File: src/rtl/timer_counter.sv
// Count stage of the 16-bit timer: synchronizes the divided clock clk_in into pclk,
// turns its rising edges into a one-cycle tick and drives an up/down counter with wrap flags.
module timer_counter #(
    parameter int CNT_W       = 16,
    parameter int SYNC_STAGES = 2
) (
    input  logic             pclk,
    input  logic             preset_n,
    input  logic             clk_in,
    input  logic             tcr_en,
    input  logic             tcr_dir,
    input  logic             tcr_load,
    input  logic [CNT_W-1:0] tdr,
    input  logic             clr_ovf,
    input  logic             clr_udf,
    output logic [CNT_W-1:0] tcnt,
    output logic             tick,
    output logic             tsr_ovf,
    output logic             tsr_udf,
    output logic             ovf_irq,
    output logic             udf_irq
);

    localparam logic [CNT_W-1:0] CNT_ONE = CNT_W'(1);

    logic [SYNC_STAGES-1:0] sync_q;
    logic                   s_prev;
    logic                   s_last;
    logic                   cnt_step;
    logic                   ovf_evt;
    logic                   udf_evt;

    assign s_last = sync_q[SYNC_STAGES-1];

    // clk_in is only ever sampled as data; the edge detector runs entirely on pclk.
    // NOTE: every sequential block uses non-blocking assignments so all flops see pre-edge values.
    always_ff @(posedge pclk or negedge preset_n) begin
        if (!preset_n) begin
            sync_q <= '0;
            s_prev <= 1'b0;
            tick   <= 1'b0;
        end else begin
            sync_q <= {sync_q[SYNC_STAGES-2:0], clk_in};
            s_prev <= s_last;
            tick   <= s_last & ~s_prev;
        end
    end

    // A load always takes precedence, so a coincident tick is swallowed without side effects.
    assign cnt_step = tcr_en & tick & ~tcr_load;
    assign ovf_evt  = cnt_step & ~tcr_dir & (tcnt == '1);
    assign udf_evt  = cnt_step &  tcr_dir & (tcnt == '0);

    always_ff @(posedge pclk or negedge preset_n) begin
        if (!preset_n) begin
            tcnt <= '0;
        end else if (tcr_load) begin
            tcnt <= tdr;
        end else if (cnt_step) begin
            tcnt <= tcr_dir ? (tcnt - CNT_ONE) : (tcnt + CNT_ONE);
        end
    end

    // Set beats clear when both land on the same edge.
    always_ff @(posedge pclk or negedge preset_n) begin
        if (!preset_n) begin
            tsr_ovf <= 1'b0;
            tsr_udf <= 1'b0;
            ovf_irq <= 1'b0;
            udf_irq <= 1'b0;
        end else begin
            tsr_ovf <= ovf_evt | (tsr_ovf & ~clr_ovf);
            tsr_udf <= udf_evt | (tsr_udf & ~clr_udf);
            ovf_irq <= ovf_evt;
            udf_irq <= udf_evt;
        end
    end

endmodule

File: config.mk
export PLATFORM = sky130hd
export DESIGN_NAME = timer_counter
export DESIGN_NICKNAME = d
export VERILOG_FILES = /design/src/rtl/timer_counter.sv
export SDC_FILE = /design/constraint.sdc
export NUM_CORES = 1
export LEC_CHECK = 0
export CAP_MARGIN = 30
export CORE_UTILIZATION = 44
export CTS_BUF_LIST = sky130_fd_sc_hd__clkbuf_16
export DETAILED_ROUTE_END_ITERATION = 12
export GPL_TIMING_DRIVEN = 0
export PLACE_DENSITY_LB_ADDON = 0.3
export SLEW_MARGIN = 20
export SYNTH_ARGS = -nofsm -noshare
export SYNTH_HDL_FRONTEND = slang
export SYNTH_SLANG_ARGS = --single-unit
export TNS_END_PERCENT = 5
File: constraint.sdc
create_clock -name pclk -period 2.3 [get_ports pclk]
set_clock_uncertainty 0.15 [all_clocks]
set_input_delay 0.23 -clock pclk [delete_from_list [all_inputs] [get_ports pclk]]
set_output_delay 0.23 -clock pclk [all_outputs]
set_load 0.005 [all_outputs]
==> results.rst, run 1 <==
.. list-table::
   :header-rows: 1

   * - Metric
     - Value
   * - Final min period
     - 2.36 ns
   * - Core area
     - 3720 sq um
   * - Met1 GRT Util
     - 32.7%
   * - Avg Inst Size Synth
     - 8.76 sq um
   * - Fin area
     - 2660 sq um
   * - Die area
     - 4180 sq um
   * - EDFF count, synth
     - 0
   * - Layout-stage area growth over the synthesis result
     - 54.1%
   * - Ys async rst share
     - 100%
   * - Initial DRC Count
     - 140
   * - Maximum clock frequency
     - 0.423 GHz
   * - Total Routing Usage GR
     - 25.4%
   * - Clock edge transition at the registers on the reported setup and hold paths
     - 0.07 ns
   * - Worst slew pin tran
     - 0.633 ns
   * - I/O pin count
     - 45
   * - Nets in the synthesized netlist
     - 236
   * - Number of buffers inserted for hold repair after clock tree synthesis
     - 0
   * - Cell types with the largest area share after synthesis
     - sky130_fd_sc_hd__dfrtp_1 (35%), sky130_fd_sc_hd__ha_1 (10%), sky130_fd_sc_hd__a21oi_1 (6.4%)
   * - Min Hold Slack
     - 0.212 ns
   * - Commonest cells after routing, fill and taps aside
     - sky130_fd_sc_hd__clkdlybuf4s50_1 (42), sky130_fd_sc_hd__nand2_1 (20), sky130_fd_sc_hd__a21oi_1 (16), sky130_fd_sc_hd__ha_4 (14), sky130_fd_sc_hd__dfrtp_1 (14)
   * - Via density
     - 6.13
   * - Core utilization of the finished layout
     - 71.6%
   * - Share of synthesized area occupied by flip-flops and latches
     - 34.8%
   * - Initial antenna violation count
     - 0
   * - Required time at the endpoint of the critical path
     - 2.34 ns
   * - Launching element type of the critical path
     - flip-flop
   * - Vertical die dimension
     - 64.6 um
   * - Total negative slack
     - -0.0622 ns
   * - Detailed Place HPWL
     - 3360 um
   * - # Max-Cap Violations
     - 0
   * - Final cell count without fillers
     - 299
   * - GRT met3 Usage
     - 2.46%
   * - Maximum fanout count along the critical path
     - 5
   * - Overflow left after global routing
     - 0
   * - Proportion of layout cells with a drive suffix above 1
     - 23.1%
   * - First-pass GRT wire length
     - 8160 um
   * - Worst Path Class, Setup
     - flip-flop to flip-flop
   * - Leading area contributor after synthesis
     - sky130_fd_sc_hd__dfrtp_1
   * - Count of endpoints failing hold in the final timing report
     - 0
   * - Number of nets in the layout
     - 291
   * - Number of storage elements in the synthesis netlist
     - 24
   * - Violated checks
     - negative setup slack
   * - Yosys cell types
     - 41
   * - Cells after synthesis
     - 197
   * - Aggregate routed wire length
     - 5570 um
   * - Leak
     - 1.04 nW
   * - Number of placement rows
     - 22
   * - Pre-CTS setup slack
     - -1.05 ns
   * - YS warnings
     - 0
   * - Clock tree from TritonCTS
     - built
   * - Number of endpoints failing setup at the final stage
     - 1
   * - Starting density of the core
     - 46.5%
   * - Post-placement cell area
     - 2230 sq um
   * - Final estimated routing congestion in global placement
     - 0.869
   * - Fraction of post-synthesis cell area in the top cell type by area
     - 34.8%
   * - Final clock period utilization by the worst path
     - 103%
   * - Total number of H-tree levels
     - 1
   * - Final critical-path setup slack
     - -0.0622 ns
   * - Cell Area, Synth
     - 1730 sq um
   * - Cell total after placement
     - 289
   * - Detailed Routing Iterations Pass 1
     - 6
   * - Unrepaired setup endpoints after global routing
     - yes
   * - Synth Flop Type
     - sky130_fd_sc_hd__dfrtp_1
   * - Worst slew slack as a fraction of its limit
     - 57.7%
   * - Maximum number of pins on one net before global-route repair
     - 17
   * - PD cells
     - 644 nW/um^2
   * - Met2 track demand over resource in global routing
     - 43.4%
   * - Vias after detailed routing
     - 1832
   * - Global route hottest layer
     - met2
   * - Antenna viol nets, final
     - 0
   * - Worst-skew pair later-pin latency
     - 0.26 ns
   * - PortBufs
     - 43
   * - Number of global-route vias before repair
     - 1730
   * - Clock tree root buffer cell
     - sky130_fd_sc_hd__clkbuf_16
   * - Antenna cells
     - 0
   * - TritonCTS buffer count
     - 3
   * - Kind of end point of the critical path
     - flip-flop
   * - Worst EP arrival
     - 2.40 ns
   * - Number of pins exceeding their max-slew limit in the final report
     - 0
   * - DRC violations left
     - 0
   * - Clk buf depth
     - 2
   * - WL per Instance
     - 18.6 um
   * - Most common cell after layout, fill and taps aside
     - sky130_fd_sc_hd__clkdlybuf4s50_1
   * - Type of the tightest min-delay check
     - input port to asynchronous set/reset pin
   * - Maximum ir drop on the vdd rail
     - 0.429 mV
   * - Clock sinks
     - 24
   * - Overall die width
     - 64.6 um
   * - Total power of the final layout
     - 1.71 mW
   * - Status
     - finished, violations left
==> cells in the mapped netlist (all sizes together), types with 2 or more instances <==
library cell and count:
a211oi 2, a21o 4, a21oi 22, a221oi 2
and3 11, clkbuf 6, dfrtp 24, ha 14
inv 8, mux2i 4, nand2 20, nand3 6
nand4 5, nor2 10, nor3 4, nor4 4
o211ai 6, o21a 2, o21ai 17, or4 2
xnor2 9, xor2 2
==> flip-flops by register name (all words and copies together), names as in the netlist <==
signal / cells
s_prev: 1
udf_irq: 1
sync_q: 2
tcnt: 16
tsr_ovf: 1
tsr_udf: 1
tick: 1
ovf_irq: 1
==> power by group <==
| group | internal, mW | leakage [nW] | total (mW) | switching, mW |
|---|---|---|---|---|
| sequential | 0.462 | 0.285 | 0.529 | 0.0671 |
| combinational | 0.358 | 0.708 | 0.676 | 0.318 |
| clock | 0.346 | 0.0511 | 0.509 | 0.163 |
==> layer usage <==
layer	wire [um]	vias to the layer above
met5	0	-
met4	147	0
met2	2780	88
li1	-	845
met3	368	15
met1	2270	884
==> worst paths after layout <==
kind	start	endpoint	slack (ns)	cells past startpoint
worst max-delay path	tcnt[9]	tcnt[15]	-0.06	7
worst min-delay path	preset_n	s_prev	0.21	1
worst max register to register	tcnt[9]	tcnt[15]	-0.06	7
worst min register to register	sync_q[0]	sync_q[1]	0.21	0
max in group asynchronous	preset_n	tcnt[10]	1.27	2
min in group pclk	sync_q[0]	sync_q[1]	0.21	0
==> cells by family after synthesis <==
family	after synthesis	synth area share (%)
flip-flops	24	34.8
XOR/XNOR	11	5.58
AO/OA/AOI/OAI	63	23.0
buffers and inverters	14	3.04
multiplexers	4	2.32
AND/OR/NAND/NOR	66	20.0
adder cells (fa/ha/maj)	15	11.3
==> timing repair <==
action / 4_1_cts / 5_1_grt
gates resized for setup: 35 / 21
pin swaps: 6 / 9
setup buffers: 2 / 4
setup endpoints to repair: 13 / 4
==> area by class of cell <==
cell class | instances | area (sq um)
multi-input combinational | 159 | 1340
timing repair buffer | 50 | 488
inverter | 8 | 30.0
clock inverter | 1 | 30.0
clock buffer | 3 | 75.1
tap | 48 | 60.1
sequential | 24 | 613
fill | 270 | 1060
buffer | 6 | 22.5
==> worst max-delay path: stages (launching register included) <==
cell and delay [ns]:
sky130_fd_sc_hd__dfrtp_1 0.48, sky130_fd_sc_hd__ha_4 0.34, sky130_fd_sc_hd__nand2_1 0.07, sky130_fd_sc_hd__o211ai_1 0.30, sky130_fd_sc_hd__a221oi_2 0.13, sky130_fd_sc_hd__and3_4 0.19
sky130_fd_sc_hd__or4_1 0.46, sky130_fd_sc_hd__a31oi_1 0.16
(Power assumes the default switching activity.)
==> inputs of run 2 (changes only) <==
Settings changed: ABC_AREA set to 1, CORE_UTILIZATION 44 to 46.
==> results.rst, run 2 <==
.. list-table::
   :header-rows: 1

   * - Metric
     - Value
   * - Via density
     - 5.09
   * - EDFF count, synth
     - 0
   * - Post-placement cell area
     - 2470 sq um
   * - Critical Path Max Stage Delay
     - 0.43 ns
   * - Total power of the final layout
     - 1.46 mW
   * - Required time at the endpoint of the critical path
     - 2.30 ns
   * - Cells after synthesis
     - 296
   * - CP cell instances
     - fa_1, nand2_1, nand2_1, nand3_1, nand2_1, nand2_1, nand3_1, nand3_1, nand2_1
   * - Setup repair bufs after CTS
     - 0
   * - Worst slew pin tran
     - 0.556 ns
   * - Maximum clock frequency
     - 0.536 GHz
   * - TritonCTS buffer count
     - 3
   * - Kind of end point of the critical path
     - flip-flop
   * - Overall die width
     - 67.6 um
   * - Number of global-route vias before repair
     - 1750
   * - Ys async rst share
     - 100%
   * - PD cells
     - 573 nW/um^2
   * - Clk buf depth
     - 2
   * - WL per Instance
     - 13.0 um
   * - Filler Cells Inserted
     - 365
   * - Unrepaired setup endpoints after global routing
     - no
   * - Worst path most repeated cell
     - sky130_fd_sc_hd__nand2_1
   * - Most repeated cell in the gate-level netlist after synthesis
     - sky130_fd_sc_hd__nand2_1
   * - Count of endpoints failing hold in the final timing report
     - 0
   * - Die area
     - 4570 sq um
   * - Largest register FFs
     - 16
   * - Leak
     - 1.36 nW
   * - Core area
     - 4060 sq um
   * - Commonest cells after routing, fill and taps aside
     - sky130_fd_sc_hd__nand2_1 (100), sky130_fd_sc_hd__inv_1 (52), sky130_fd_sc_hd__clkdlybuf4s50_1 (41), sky130_fd_sc_hd__dfrtp_1 (24), sky130_fd_sc_hd__nand3_1 (19)
   * - Most common cell after layout, fill and taps aside
     - sky130_fd_sc_hd__nand2_1
   * - Cell total after placement
     - 389
   * - Detailed Place HPWL
     - 3950 um
   * - Number of pins exceeding their max-slew limit in the final report
     - 0
   * - Overflow left after global routing
     - 0
   * - Footprint of the flip-flops and latches
     - 601 sq um
   * - Initial DRC Count
     - 105
   * - Maximum fanout count along the critical path
     - 4
   * - Registers with the most flip-flops
     - tcnt (16), sync_q (2)
   * - Aggregate routed wire length
     - 5110 um
   * - Nets in the synthesized netlist
     - 335
   * - Clock edge transition at the registers on the reported setup and hold paths
     - 0.06 ns
   * - Number of placement rows
     - 23
   * - Largest register by flop count
     - tcnt
   * - Total Routing Usage GR
     - 23.3%
   * - Delay-heaviest family, CP
     - simple AND/OR/NAND/NOR gates
   * - Number of nets in the layout
     - 384
   * - Avg Inst Size Synth
     - 6.69 sq um
   * - Fin area
     - 2550 sq um
   * - List of most frequent post-synthesis cells
     - sky130_fd_sc_hd__nand2_1 (100), sky130_fd_sc_hd__inv_1 (52), sky130_fd_sc_hd__dfrtp_1 (24)
   * - Master of the slowest instance on the critical path
     - sky130_fd_sc_hd__dfrtp_1
   * - Clock tree root buffer cell
     - sky130_fd_sc_hd__clkbuf_16
   * - PortBufs
     - 43
   * - Multi-input gate area
     - 1140 sq um
   * - Antenna cells
     - 0
   * - Worst slew slack as a fraction of its limit
     - 62.9%
   * - Worst-skew pair later-pin latency
     - 0.26 ns
   * - Total number of H-tree levels
     - 1
   * - Yosys cell types
     - 34
   * - YS warnings
     - 0
   * - First-pass GRT wire length
     - 7820 um
   * - Layout-stage area growth over the synthesis result
     - 28.9%
   * - Worst EP arrival
     - 1.86 ns
   * - DRC violations left
     - 0
   * - Detailed Routing Iterations Pass 1
     - 4
   * - Share of synthesized area occupied by flip-flops and latches
     - 30.3%
   * - Maximum ir drop on the vdd rail
     - 0.340 mV
   * - Maximum number of pins on one net before global-route repair
     - 25
   * - Antenna viol nets, final
     - 0
   * - Synth Flop Type
     - sky130_fd_sc_hd__dfrtp_1
   * - Final min period
     - 1.87 ns
   * - Number of endpoints failing setup at the final stage
     - 0
   * - Cell types with the largest area share after synthesis
     - sky130_fd_sc_hd__dfrtp_1 (30%), sky130_fd_sc_hd__nand2_1 (19%), sky130_fd_sc_hd__inv_1 (9.9%)
   * - Fraction of post-synthesis cell area in the top cell type by area
     - 30.3%
   * - Worst Path Buf+Inv
     - 0
   * - Final cell count without fillers
     - 394
   * - Status
     - finished, final reports clean
   * - Launching element type of the critical path
     - flip-flop
   * - Number of storage elements in the synthesis netlist
     - 24
   * - Cell Area, Synth
     - 1980 sq um
   * - Initial antenna violation count
     - 0
   * - Worst Path Class, Setup
     - flip-flop to flip-flop
   * - Final clock period utilization by the worst path
     - 81.1%
   * - I/O pin count
     - 45
   * - Proportion of layout cells with a drive suffix above 1
     - 8.43%
   * - Final estimated routing congestion in global placement
     - 0.890
   * - Type of the tightest min-delay check
     - input port to flip-flop
   * - Vias after detailed routing
     - 2006
   * - Clock sinks
     - 24
   * - Starting density of the core
     - 48.8%
   * - # Max-Cap Violations
     - 0
   * - Clock tree from TritonCTS
     - built
   * - Vertical die dimension
     - 67.6 um
   * - Leading area contributor after synthesis
     - sky130_fd_sc_hd__dfrtp_1
[run 2: where the power goes]
group / internal, mW / switching, mW
sequential: 0.459 / 0.0555
combinational: 0.251 / 0.314
clock: 0.233 / 0.152
total: 0.942 / 0.521
[run 2: tightest hold or removal path, cell delays in order]
cell,delay [ns]
sky130_fd_sc_hd__buf_6,0.11
sky130_fd_sc_hd__nand2_1,0.05
sky130_fd_sc_hd__o21ai_0,0.06
sky130_fd_sc_hd__inv_1,0.04
sky130_fd_sc_hd__nand2_1,0.05
[run 2: final cells by class]
| class | count | share of cell area (%) |
|---|---|---|
| Multi-Input combinational cell | 210 | 44.6 |
| Sequential cell | 24 | 23.5 |
| Timing Repair Buffer | 44 | 16.9 |
| Inverter | 59 | 8.68 |
| Clock buffer | 3 | 2.94 |
| Tap cell | 50 | 2.45 |
| Buffer | 3 | 0.833 |
| Clock inverter | 1 | 0.147 |
[run 2: logic make-up (layout without fill, tap and decap cells)]
family | Yosys count | in the layout | share of synthesized area, %
adders and majority gates | 15 | 15 | 9.85
buffers and inverters | 62 | 110 | 12.3
xor gates and xnor gates | 3 | 3 | 1.33
AOI/OAI and AO/OA | 31 | 31 | 9.35
and+or+nand+nor | 161 | 161 | 36.9
DFF | 24 | 24 | 30.3
[run 2: worst paths after layout]
path,endpoint,from,slack (ns),cells past startpoint
min,tcnt[11],tcr_load,0.16,5
min in group asynchronous,udf_irq,preset_n,0.35,2
max reg2reg,tcnt[14],tcnt[0],0.43,9
max in group asynchronous,tcnt[4],preset_n,1.28,2
max,tcnt[14],tcnt[0],0.43,9
min reg2reg,sync_q[1],sync_q[0],0.20,0
[run 2: stage by stage]
| stage | hold slack, ns | util, % | setup WS [ns] | TNS, ns |
|---|---|---|---|---|
| 2_1_floorplan | -0.216 | - | 0.652 | 0 |
| 3_3_place_gp | 0.190 | 61.0 | -0.381 | -3.57 |
| 3_5_place_dp | 0.0989 | 60.8 | -0.434 | -4.36 |
| 4_1_cts | 0.161 | 63.0 | 0.125 | 0 |
| 5_1_grt | 0.193 | 62.9 | 0.315 | 0 |
| 6_report | 0.157 | 62.9 | 0.434 | 0 |
[run 2: metal layers]
layer,vias to the layer above,GRT usage [%],wire length (um)
met2,54,39.4,2480
met3,4,3.55,214
li1,1044,-,-
met4,0,6.91,47
met5,-,0,0
met1,904,30.2,2370
[run 2: timing repair]
action                                 4_1_cts  5_1_grt
hold buffers                                 1        0
setup endpoints to repair                   12        1
pin swaps                                    0        0
resized for setup                            1        2
endpoints found under the hold margin       24        0
cloned                                       0        0
==> inputs of run 3 (changes only) <==
Settings changed: CORE_UTILIZATION 46 to 51.
Clock period 2.3 ns to 1.8 ns, I/O delays scaled along.
==> results.rst, run 3 (synthesized netlist as in run 2, its figures left out) <==
.. list-table::
   :header-rows: 1

   * - Metric
     - Value
   * - Total number of H-tree levels
     - 1
   * - # Max-Cap Violations
     - 0
   * - Largest register FFs
     - 16
   * - Worst-skew pair later-pin latency
     - 0.26 ns
   * - Launching element type of the critical path
     - flip-flop
   * - Unrepaired setup endpoints after global routing
     - yes
   * - Share of power burned in registers
     - 29.4%
   * - DRC violations left
     - 0
   * - Master of the slowest instance on the critical path
     - sky130_fd_sc_hd__dfrtp_2
   * - Overflow left after global routing
     - 0
   * - Final min period
     - 1.79 ns
   * - Initial antenna violation count
     - 0
   * - Met2 track demand over resource in global routing
     - 50.8%
   * - Post-placement cell area
     - 2470 sq um
   * - Min Hold Slack
     - 0.0891 ns
   * - Met1 GRT Util
     - 35.5%
   * - Maximum fanout count along the critical path
     - 5
   * - Clock edge transition at the registers on the reported setup and hold paths
     - 0.07 ns
   * - Maximum number of pins on one net before global-route repair
     - 25
   * - Starting density of the core
     - 53.7%
   * - Number of endpoints failing setup at the final stage
     - 0
   * - Antenna viol nets, final
     - 0
   * - Clock tree from TritonCTS
     - built
   * - Total power of the final layout
     - 2.24 mW
   * - Detailed Routing Iterations Pass 1
     - 4
   * - Most common cell after layout, fill and taps aside
     - sky130_fd_sc_hd__nand2_1
   * - Count of endpoints failing hold in the final timing report
     - 0
   * - Vertical die dimension
     - 64.3 um
   * - Die area
     - 4140 sq um
   * - PortBufs
     - 43
   * - Aggregate routed wire length
     - 5750 um
   * - Internal power component
     - 1.47 mW
   * - Leak
     - 1.45 nW
   * - Initial DRC Count
     - 126
   * - Required time at the endpoint of the critical path
     - 1.80 ns
   * - Antenna cells
     - 0
   * - WL per Instance
     - 14.3 um
   * - Maximum clock frequency
     - 0.557 GHz
   * - Registers with the most flip-flops
     - tcnt (16), sync_q (2)
   * - Layout-stage area growth over the synthesis result
     - 46.0%
   * - Sw frac
     - 34.3%
   * - Commonest cells after routing, fill and taps aside
     - sky130_fd_sc_hd__nand2_1 (89), sky130_fd_sc_hd__inv_1 (49), sky130_fd_sc_hd__clkdlybuf4s50_1 (41), sky130_fd_sc_hd__nand3_1 (17), sky130_fd_sc_hd__dfrtp_1 (16)
   * - Status
     - finished, final reports clean
   * - PD cells
     - 773 nW/um^2
   * - Total negative slack
     - 0 ns
   * - Clock sinks
     - 24
   * - Clock tree root buffer cell
     - sky130_fd_sc_hd__clkbuf_16
   * - Worst EP arrival
     - 1.80 ns
   * - Number of placement rows
     - 22
   * - I/O pin count
     - 45
   * - Critical Path Max Stage Delay
     - 0.45 ns
   * - GRT met3 Usage
     - 2.68%
   * - Worst slew slack as a fraction of its limit
     - 61.9%
   * - TritonCTS buffer count
     - 3
   * - Vias after detailed routing
     - 2124
   * - Total Routing Usage GR
     - 28.4%
   * - First-pass GRT wire length
     - 9130 um
   * - Global route hottest layer
     - met2
   * - Number of nets in the layout
     - 394
   * - Overall die width
     - 64.3 um
   * - Final estimated routing congestion in global placement
     - 0.938
   * - Clk network pwr share
     - 29.0%
   * - Worst Path Buf+Inv
     - 2
   * - Final clock period utilization by the worst path
     - 99.7%
   * - Maximum ir drop on the vdd rail
     - 0.436 mV
   * - Clk buf depth
     - 2
   * - FF-to-FF setup slack
     - 0.005 ns
   * - Cell total after placement
     - 387
   * - Kind of end point of the critical path
     - flip-flop
   * - Combinational share of power
     - 41.6%
   * - Worst path most repeated cell
     - sky130_fd_sc_hd__nand2_1
   * - Switching power summed over all nets
     - 767 uW
   * - Number of pins exceeding their max-slew limit in the final report
     - 0
   * - Final cell count without fillers
     - 402
   * - CP cell instances
     - ha_4, buf_6, nand2_4, inv_4, nand2_4, nor3_2, nand2_1, nand2_1, nand2_1, nand3_1, nand2_1
   * - Worst slew pin tran
     - 0.572 ns
   * - Via density
     - 5.28
   * - Delay-heaviest family, CP
     - simple AND/OR/NAND/NOR gates
   * - Proportion of layout cells with a drive suffix above 1
     - 22.9%
   * - Fin area
     - 2890 sq um
   * - Type of the tightest min-delay check
     - input port to flip-flop
   * - Detailed Place HPWL
     - 3850 um
   * - Core area
     - 3690 sq um
   * - Number of global-route vias before repair
     - 2022
   * - Largest register by flop count
     - tcnt
   * - Worst Path Class, Setup
     - flip-flop to flip-flop
## run 3: worst register-to-register path: cells and delay by family (launching register included)
family	cells	cell delay (ns)
DFF	1	0.45
buffers and inverters	2	0.18
and+or+nand+nor	8	0.59
adders and majority gates	1	0.32
## run 3: power groups by stage
stage	sequential, mW	clock (mW)	combinational [mW]
2_1_floorplan	0.649	0	0.458
3_3_place_gp	0.664	0	0.690
6_report	0.658	0.648	0.929
4_1_cts	0.658	0.647	0.785
5_1_grt	0.663	0.678	1.02
3_5_place_dp	0.665	0	0.705
## run 3: what timing repair did
action,in CTS,in global routing
hold endpoints to repair,24,0
hold buffers,1,0
setup buffers,3,7
gates resized for setup,18,37
pin swaps,0,8
endpoints found under the setup margin,17,9
## run 3: final cells by class
type	instances	area, sq um
Multi-Input combinational cell	210	1360
Fill cell	265	797
Sequential cell	24	611
Timing Repair Buffer	54	512
Inverter	59	226
Clock buffer	3	75.1
Tap cell	48	60.1
Clock inverter	1	30.0
Buffer	3	21.3
## run 3: worst paths after layout
path / startpoint / cells after the start / end
setup / recovery: tcnt[7] / 11 / tcnt[15]
max in group asynchronous: preset_n / 2 / tcnt[5]
min in group asynchronous: preset_n / 2 / tcnt[12]
hold / removal: tcr_load / 4 / tcnt[1]
hold reg to reg: sync_q[0] / 0 / sync_q[1]
setup reg to reg: tcnt[7] / 11 / tcnt[15]
## run 3: stage by stage
stage               utilization [%]  setup slack, ns
floorplan                         -            0.152
global placement               67.0           -0.851
detailed placement             66.9           -0.888
CTS                            73.4          0.00898
global route                   78.4          -0.0632
finish                         78.4          0.00521
## run 3: metal layers
metal | routed length, um | part of all wire (%)
met5 | 0 | 0
met4 | 110 | 1.9
met3 | 261 | 4.5
met2 | 2930 | 51
met1 | 2450 | 43
==> RTL edit 1: new RTL, config.mk and constraints of run 1 <==
Set the parameter `CNT_W` to 32 (it was 16).
--- a/src/rtl/timer_counter.sv
+++ b/src/rtl/timer_counter.sv
@@ -1,7 +1,7 @@
 // Count stage of the 16-bit timer: synchronizes the divided clock clk_in into pclk,
 // turns its rising edges into a one-cycle tick and drives an up/down counter with wrap flags.
 module timer_counter #(
-    parameter int CNT_W       = 16,
+    parameter int CNT_W       = 32,
     parameter int SYNC_STAGES = 2
 ) (
     input  logic             pclk,
Ports: changed (resized tcnt and tdr); port bits go from 45 to 77. No check against the original RTL was run, so the function may have changed too.
==> RTL edit 1 against run 1 <==
- the run still ends with negative setup slack left
- non-clock buffer count is 49 higher
- worst hold slack worse by 0.0024 ns
- power is 84% higher
- sequential share of layout area is 3.0 points lower
- area after synthesis is 100% higher
- sequential cell count is 16 higher
- synthesized cell count is 100% higher
- design area is 89% higher
- wire length is 100% higher
- critical path depth is 3 higher
- setup slack worse by 0.46 ns
- largest power group unchanged
- count of clock-buffer cells in the layout is 2 higher
==> RTL edit 1: results (changes against run 1) <==
Parameter                              Value

Status
  Status    finished with violations
  Violated checks    negative setup slack

Global route
  First-pass GRT wire length    18000 µm (+120%)
  Via count of the first global-routing pass    3510 (+100%)
  Pin count of the biggest net entering global routing    38 (+21)
  Global-route usage over all layers    27.3% (+1.9 points)
  Initial antenna violation count    0 (unchanged)

Placement
  Gp weighted congestion    0.897 (+3.3%)
  Dpl cells    579 (+100%)
  Dpl ws    -0.836 ns (+0.215 ns)
  Port Buf Inserts    76 (+77%)
  Area after detailed placement    4440 µm² (+99%)
  Estimated wirelength of the detail-placed design    7730 µm (+130%)

Drt
  Wirelength per Cell    18.8 µm (+0.78%)
  DR iter-0 viols    234 (+67%)
  First-pass iteration count of the detailed router    7 (+1)
  Vias after detailed routing    3587 (+96%)
  Routed wire length    11300 µm (+100%)

Finish
  Filler cells    638 (+140%)
  Top flop regs    tcnt (32), sync_q (2)
  Number of nets in the finished design    568 (+95%)
  Synthesis-to-layout area growth    43.7%
  Antenna fix cells    0 (unchanged)
  Ratio of cells with drive above 1 in the final layout    19.3% (-3.8 points)

Setup path
  Delay of the slowest cell on the worst path    0.46 ns (-0.02 ns)
  Slowest cell on the critical path    sky130_fd_sc_hd__dfrtp_2
  Family with the most delay on the worst path    compound AO/OA/AOI/OAI gates
  Data arrival time of the worst path    2.88 ns (+0.48 ns)
  Max FO, Critical Path    5 (unchanged)
  Number of cells traversed by the worst register-to-register path    10 (+3)

CTS
  H-tree depth    2 (+1)
  Total clock buffers created by CTS    5 (+2)
  Number of setup buffers added after CTS    6 (+4)
  Worst-skew pair later-pin latency    0.29 ns (+0.03 ns)
  Number of buffers inserted for hold repair after clock tree synthesis    1 (+1)
  Number of gates given a new drive strength after cts    38 (+8.6%)
  Maximum clock insertion buffer count    2 (unchanged)
  Clock-pin transition on the worst setup and hold timing paths    0.06 ns
  CTS Root Cell    sky130_fd_sc_hd__clkbuf_16

Timing
  Total setup violations reported at the end of the flow    22 (+21)
  Worst setup margin    -0.517 ns (-0.455 ns)
  Transition time at the pin with the least slew margin    0.784 ns (+0.151 ns)
  Setup TNS    -6.27 ns (-6.20 ns)

Hold path
  Number of cells traversed by the worst hold path    0
  Path class of the lowest-slack min-delay path    reg2reg

Die
  DIE WIDTH    91.3 µm (+41%)

Logic synthesis
  Most used standard cells in the synthesized netlist    41 x sky130_fd_sc_hd__a21oi_1, 41 x sky130_fd_sc_hd__nand2_1, 40 x sky130_fd_sc_hd__dfrtp_1
  Post-synth top flop    sky130_fd_sc_hd__dfrtp_1
  Top post-synthesis cells by area    sky130_fd_sc_hd__dfrtp_1 29%, sky130_fd_sc_hd__ha_1 11%, sky130_fd_sc_hd__a21oi_1 5.8%
  Yosys cell types    66 (+61%)
  Gate count of the mapped netlist    399 (+100%)
  Seq/Total Area, Yosys    28.5% (-6.3 points)
  Proportion of synthesized flip-flops having asynchronous set or reset    100% (unchanged)
  Synthesized Nets    470 (+99%)

Power
  Peak supply drop    0.321 mV (-25%)
  Leakage    0.00199 µW (+90%)
  Sw Pwr    1120 µW (+100%)
==> RTL edit 1: cell types whose count changed after synthesis, moves of 6 or more <==
cell,change
sky130_fd_sc_hd__a21o_1,+11
sky130_fd_sc_hd__a21oi_1,+19
sky130_fd_sc_hd__and3_1,-8
sky130_fd_sc_hd__dfrtp_1,+16
sky130_fd_sc_hd__ha_1,+16
sky130_fd_sc_hd__nand2_1,+21
sky130_fd_sc_hd__nand4_1,+9
sky130_fd_sc_hd__nor2_1,+14
sky130_fd_sc_hd__nor4_1,+7
sky130_fd_sc_hd__o21ai_0,+18
sky130_fd_sc_hd__o21ai_1,+8
sky130_fd_sc_hd__o21bai_1,+7
sky130_fd_sc_hd__xnor2_1,+6
sky130_fd_sc_hd__xor2_1,+9
==> RTL edit 1: power groups by stage <==
| stage | sequential, µW | clock, µW | combinational, µW |
|---|---|---|---|
| after global placement | 892 | 0 | 1170 |
| after global routing | 909 | 847 | 1570 |
| after detailed placement | 895 | 0 | 1200 |
| after CTS | 889 | 816 | 1340 |
| final | 896 | 801 | 1460 |
| after floorplan | 870 | 0 | 797 |
==> RTL edit 1: logic make-up (layout without fill, tap and decap cells) <==
group / Yosys count / in the layout / share of synthesized area (%)
xor gates and xnor gates: 26 / 26 / 6.49
AOI/OAI and AO/OA: 149 / 149 / 30.2
DFF: 40 / 40 / 28.5
buffers and inverters: 21 / 120 / 2.78
adders and majority gates: 31 / 31 / 11.3
muxes: 11 / 11 / 3.42
and+or+nand+nor: 121 / 121 / 17.3
==> RTL edit 1: final timing paths <==
kind | startpoint | endpoint | slack [ns]
worst max-delay path | tcnt[10] | tcnt[29] | -0.52
min in group asynchronous | preset_n | tcnt[7] | 0.29
max in group asynchronous | preset_n | tcnt[1] | 1.21
worst min register to register | sync_q[0] | sync_q[1] | 0.21
worst max register to register | tcnt[10] | tcnt[29] | -0.52
worst min-delay path | sync_q[0] | sync_q[1] | 0.21
==> RTL edit 1: worst reg2reg max path, delay by kind of cell (launching register included) <==
kind,cells,cell delay [ns]
AO/OA/AOI/OAI,8,1.54
adder cells (fa/ha/maj),1,0.26
flip-flops,1,0.46
multiplexers,1,0.33
==> RTL edit 1: final cells by class <==
class	count	area share (%)
timing repair buffer	91	17.9
clock buffer	5	2.48
sequential	40	20.1
multi-input combinational	338	54.2
inverter	7	0.521
tap	102	2.53
clock inverter	3	0.745
buffer	14	1.56
==> RTL edit 1: routing by layer <==
metal / vias up / global-route usage [%] / part of all wire [%]
met5: - / 0 / 0
met4: 0 / 8.47 / 2.2
met3: 27 / 5.03 / 5.7
met2: 140 / 44.4 / 47
met1: 1718 / 36.7 / 45
li1: 1702 / - / -
==> RTL edit 2: new RTL, settings of run 1 <==
Made on the original files. Register the inputs `tcr_en`, `tcr_dir`, `tcr_load`, `tdr`, `clr_ovf` and `clr_udf` before use, without a reset. The logic sees them one clock later.
--- a/src/rtl/timer_counter.sv
+++ b/src/rtl/timer_counter.sv
@@ -23,6 +23,22 @@
 
     localparam logic [CNT_W-1:0] CNT_ONE = CNT_W'(1);
 
+    logic tcr_en_q;
+    logic tcr_dir_q;
+    logic tcr_load_q;
+    logic [CNT_W-1:0] tdr_q;
+    logic clr_ovf_q;
+    logic clr_udf_q;
+
+    always_ff @(posedge pclk) begin
+        tcr_en_q   <= tcr_en;
+        tcr_dir_q  <= tcr_dir;
+        tcr_load_q <= tcr_load;
+        tdr_q      <= tdr;
+        clr_ovf_q  <= clr_ovf;
+        clr_udf_q  <= clr_udf;
+    end
+
     logic [SYNC_STAGES-1:0] sync_q;
     logic                   s_prev;
     logic                   s_last;
@@ -47,17 +63,17 @@
     end
 
     // A load always takes precedence, so a coincident tick is swallowed without side effects.
-    assign cnt_step = tcr_en & tick & ~tcr_load;
-    assign ovf_evt  = cnt_step & ~tcr_dir & (tcnt == '1);
-    assign udf_evt  = cnt_step &  tcr_dir & (tcnt == '0);
+    assign cnt_step = tcr_en_q & tick & ~tcr_load_q;
+    assign ovf_evt  = cnt_step & ~tcr_dir_q & (tcnt == '1);
+    assign udf_evt  = cnt_step &  tcr_dir_q & (tcnt == '0);
 
     always_ff @(posedge pclk or negedge preset_n) begin
         if (!preset_n) begin
             tcnt <= '0;
-        end else if (tcr_load) begin
-            tcnt <= tdr;
+        end else if (tcr_load_q) begin
+            tcnt <= tdr_q;
         end else if (cnt_step) begin
-            tcnt <= tcr_dir ? (tcnt - CNT_ONE) : (tcnt + CNT_ONE);
+            tcnt <= tcr_dir_q ? (tcnt - CNT_ONE) : (tcnt + CNT_ONE);
         end
     end
 
@@ -69,8 +85,8 @@
             ovf_irq <= 1'b0;
             udf_irq <= 1'b0;
         end else begin
-            tsr_ovf <= ovf_evt | (tsr_ovf & ~clr_ovf);
-            tsr_udf <= udf_evt | (tsr_udf & ~clr_udf);
+            tsr_ovf <= ovf_evt | (tsr_ovf & ~clr_ovf_q);
+            tsr_udf <= udf_evt | (tsr_udf & ~clr_udf_q);
             ovf_irq <= ovf_evt;
             udf_irq <= udf_evt;
         end
Function: changed (a bounded check fails within 4 cycles, from zero or initial values and one cycle with preset_n low).
==> RTL edit 2 against run 1 <==
- combinational power fell by 12%
- sequential power rose by 72%
- sequential cell count rose by 21
- design area rose by 13%
- area after synthesis rose by 27%
- power rose by 33%
- final cell count rose by 15%
- setup slack improved by 0.074 ns
- wire length fell by 4.0%
- global-route usage fell by 4.4 points
- die area rose by 26%
- critical path type unchanged
- critical endpoint is now tcnt[14]
- largest power group is now registers
- highest routed layer unchanged
==> RTL edit 2: results (changes against run 1) <==
Parameter                              Value

Setup path
  Worst flop-to-flop path startpoint    tcr_dir_q
  Worst R2R Setup Slack    0.01 ns (+0.07 ns)
  Endpoint of the worst register-to-register path    tcnt[14]
  Family with the most delay on the worst path    compound AO/OA/AOI/OAI gates
  Number of cells traversed by the worst register-to-register path    8 (+1)
  Data arrival time of the worst path    2.30 ns (-0.10 ns)
  Slowest cell on the critical path    sky130_fd_sc_hd__fa_2
  Delay of the slowest cell on the worst path    0.41 ns (-0.07 ns)

Placement
  Port Buf Inserts    44 (+2.3%)
  Dpl ws    -0.456 ns (+0.595 ns)
  Estimated wirelength of the detail-placed design    3750 µm (+12%)
  Area after detailed placement    2730 µm² (+22%)
  Dpl cells    331 (+15%)

Status
  Status    completed

Logic synthesis
  Most used standard cells in the synthesized netlist    24 x sky130_fd_sc_hd__dfrtp_1, 21 x sky130_fd_sc_hd__a21oi_1, 21 x sky130_fd_sc_hd__dfxtp_1, 21 x sky130_fd_sc_hd__nand2_1, 14 x sky130_fd_sc_hd__ha_1
  Top post-synthesis cells by area    sky130_fd_sc_hd__dfrtp_1 27%, sky130_fd_sc_hd__dfxtp_1 19%, sky130_fd_sc_hd__ha_1 8.0%
  Top-area cell type share of the netlist area    27.4% (-7.4 points)
  Seq/Total Area, Yosys    46.6% (+12 points)
  Yosys cell types    47 (+15%)
  Proportion of synthesized flip-flops having asynchronous set or reset    53.3% (-47 points)
  Gate count of the mapped netlist    219 (+11%)

Global route
  First-pass GRT wire length    8350 µm (+2.4%)
  Via count of the first global-routing pass    1799 (+4.0%)
  Pin count of the biggest net entering global routing    22 (+5)

Power
  Peak supply drop    0.591 mV (+38%)
  Leakage    0.00126 µW (+20%)

Timing
  Worst hold slack    0.154 ns (-0.0575 ns)
  Transition time at the pin with the least slew margin    0.548 ns (-0.0844 ns)

Finish
  Number of nets in the finished design    316 (+8.6%)
  Ratio of cells with drive above 1 in the final layout    11.6% (-12 points)
  Filler cells    399 (+48%)
  Antenna fix cells    0 (unchanged)
  Top flop regs    tcnt (16), tdr_q (16), sync_q (2)

CTS
  Total clock buffers created by CTS    5 (+2)
  H-tree depth    2 (+1)
  Worst-skew pair later-pin latency    0.28 ns (+0.02 ns)

Drt
  Vias per cell    5.56 (-9.2%)
  DR iter-0 viols    189 (+35%)
  First-pass iteration count of the detailed router    4 (-2)
  Routed wire length    5350 µm (-4.0%)
  Vias after detailed routing    1914 (+4.5%)
-- RTL edit 2: cell count changes in the layout (fill, tap and decap cells not counted), sizes merged, moves of 2 or more --
cell / change
dfxtp: +21
and3: -11
nor3b: +9
o211ai: -4
clkbuf: +2
clkdlybuf4s50: +2
inv: -2
nand4b: +2
nor2: -2
nor4b: +2
o21ai: +2
-- RTL edit 2: worst register-to-register path: cells and delay by family (launching register included) --
kind	cells	cell delay, ns
buffers and inverters	1	0.12
adder cells (fa/ha/maj)	1	0.41
flip-flops	1	0.35
AO/OA/AOI/OAI	5	0.92
XOR/XNOR	1	0.22
-- RTL edit 2: worst max-delay path by stage --
stage               from       end  slack, ns  cells after the start
2_1_floorplan  tcr_dir_q  tcnt[10]       0.05                      7
3_3_place_gp   tcr_dir_q  tcnt[14]      -0.42                      7
3_5_place_dp   tcr_dir_q  tcnt[14]      -0.46                      7
4_1_cts        tcr_dir_q  tcnt[10]      0.005                      7
5_1_grt        tcr_dir_q  tcnt[15]      -0.09                      8
6_report       tcr_dir_q  tcnt[14]       0.01                      8
-- RTL edit 2: what timing repair did --
| item | 4_1_cts | 5_1_grt |
|---|---|---|
| pin swaps | 1 | 10 |
| resized for setup | 6 | 10 |
| setup buffers | 1 | 5 |
| setup endpoints to repair | 12 | 5 |
-- RTL edit 2: layout make-up --
type	count	area (µm²)	share of cell area (%)
Multi-Input combinational cell	161	1180	39.0
Sequential cell	45	1030	34.0
Timing Repair Buffer	51	520	17.2
Clock buffer	5	125	4.14
Tap cell	67	83.8	2.78
Clock inverter	2	35.0	1.16
Buffer	7	27.5	0.912
Inverter	6	22.5	0.746
-- RTL edit 2: metal layers --
layer | part of all wire [%] | GRT usage (%)
met5 | 0 | 0
met3 | 5.2 | 4.44
met4 | 1.2 | 6.32
met1 | 45 | 28.4
met2 | 48 | 33.6
-- RTL edit 2: kinds of logic after synthesis --
| kind of cell | count (synthesis) | synth area share (%) |
|---|---|---|
| AOI/OAI and AO/OA | 63 | 18.8 |
| xor gates and xnor gates | 11 | 4.40 |
| adders and majority gates | 15 | 8.91 |
| buffers and inverters | 13 | 2.28 |
| DFF | 45 | 46.6 |
| muxes | 5 | 2.28 |
| and+or+nand+nor | 67 | 16.7 |
-- RTL edit 2: power breakdown --
part / total (µW) / switching (µW) / internal, µW / leakage [µW]
clock: 772 / 268 / 503 / 0.0000797
combinational: 595 / 294 / 301 / 0.000704
sequential: 908 / 64.7 / 843 / 0.000473
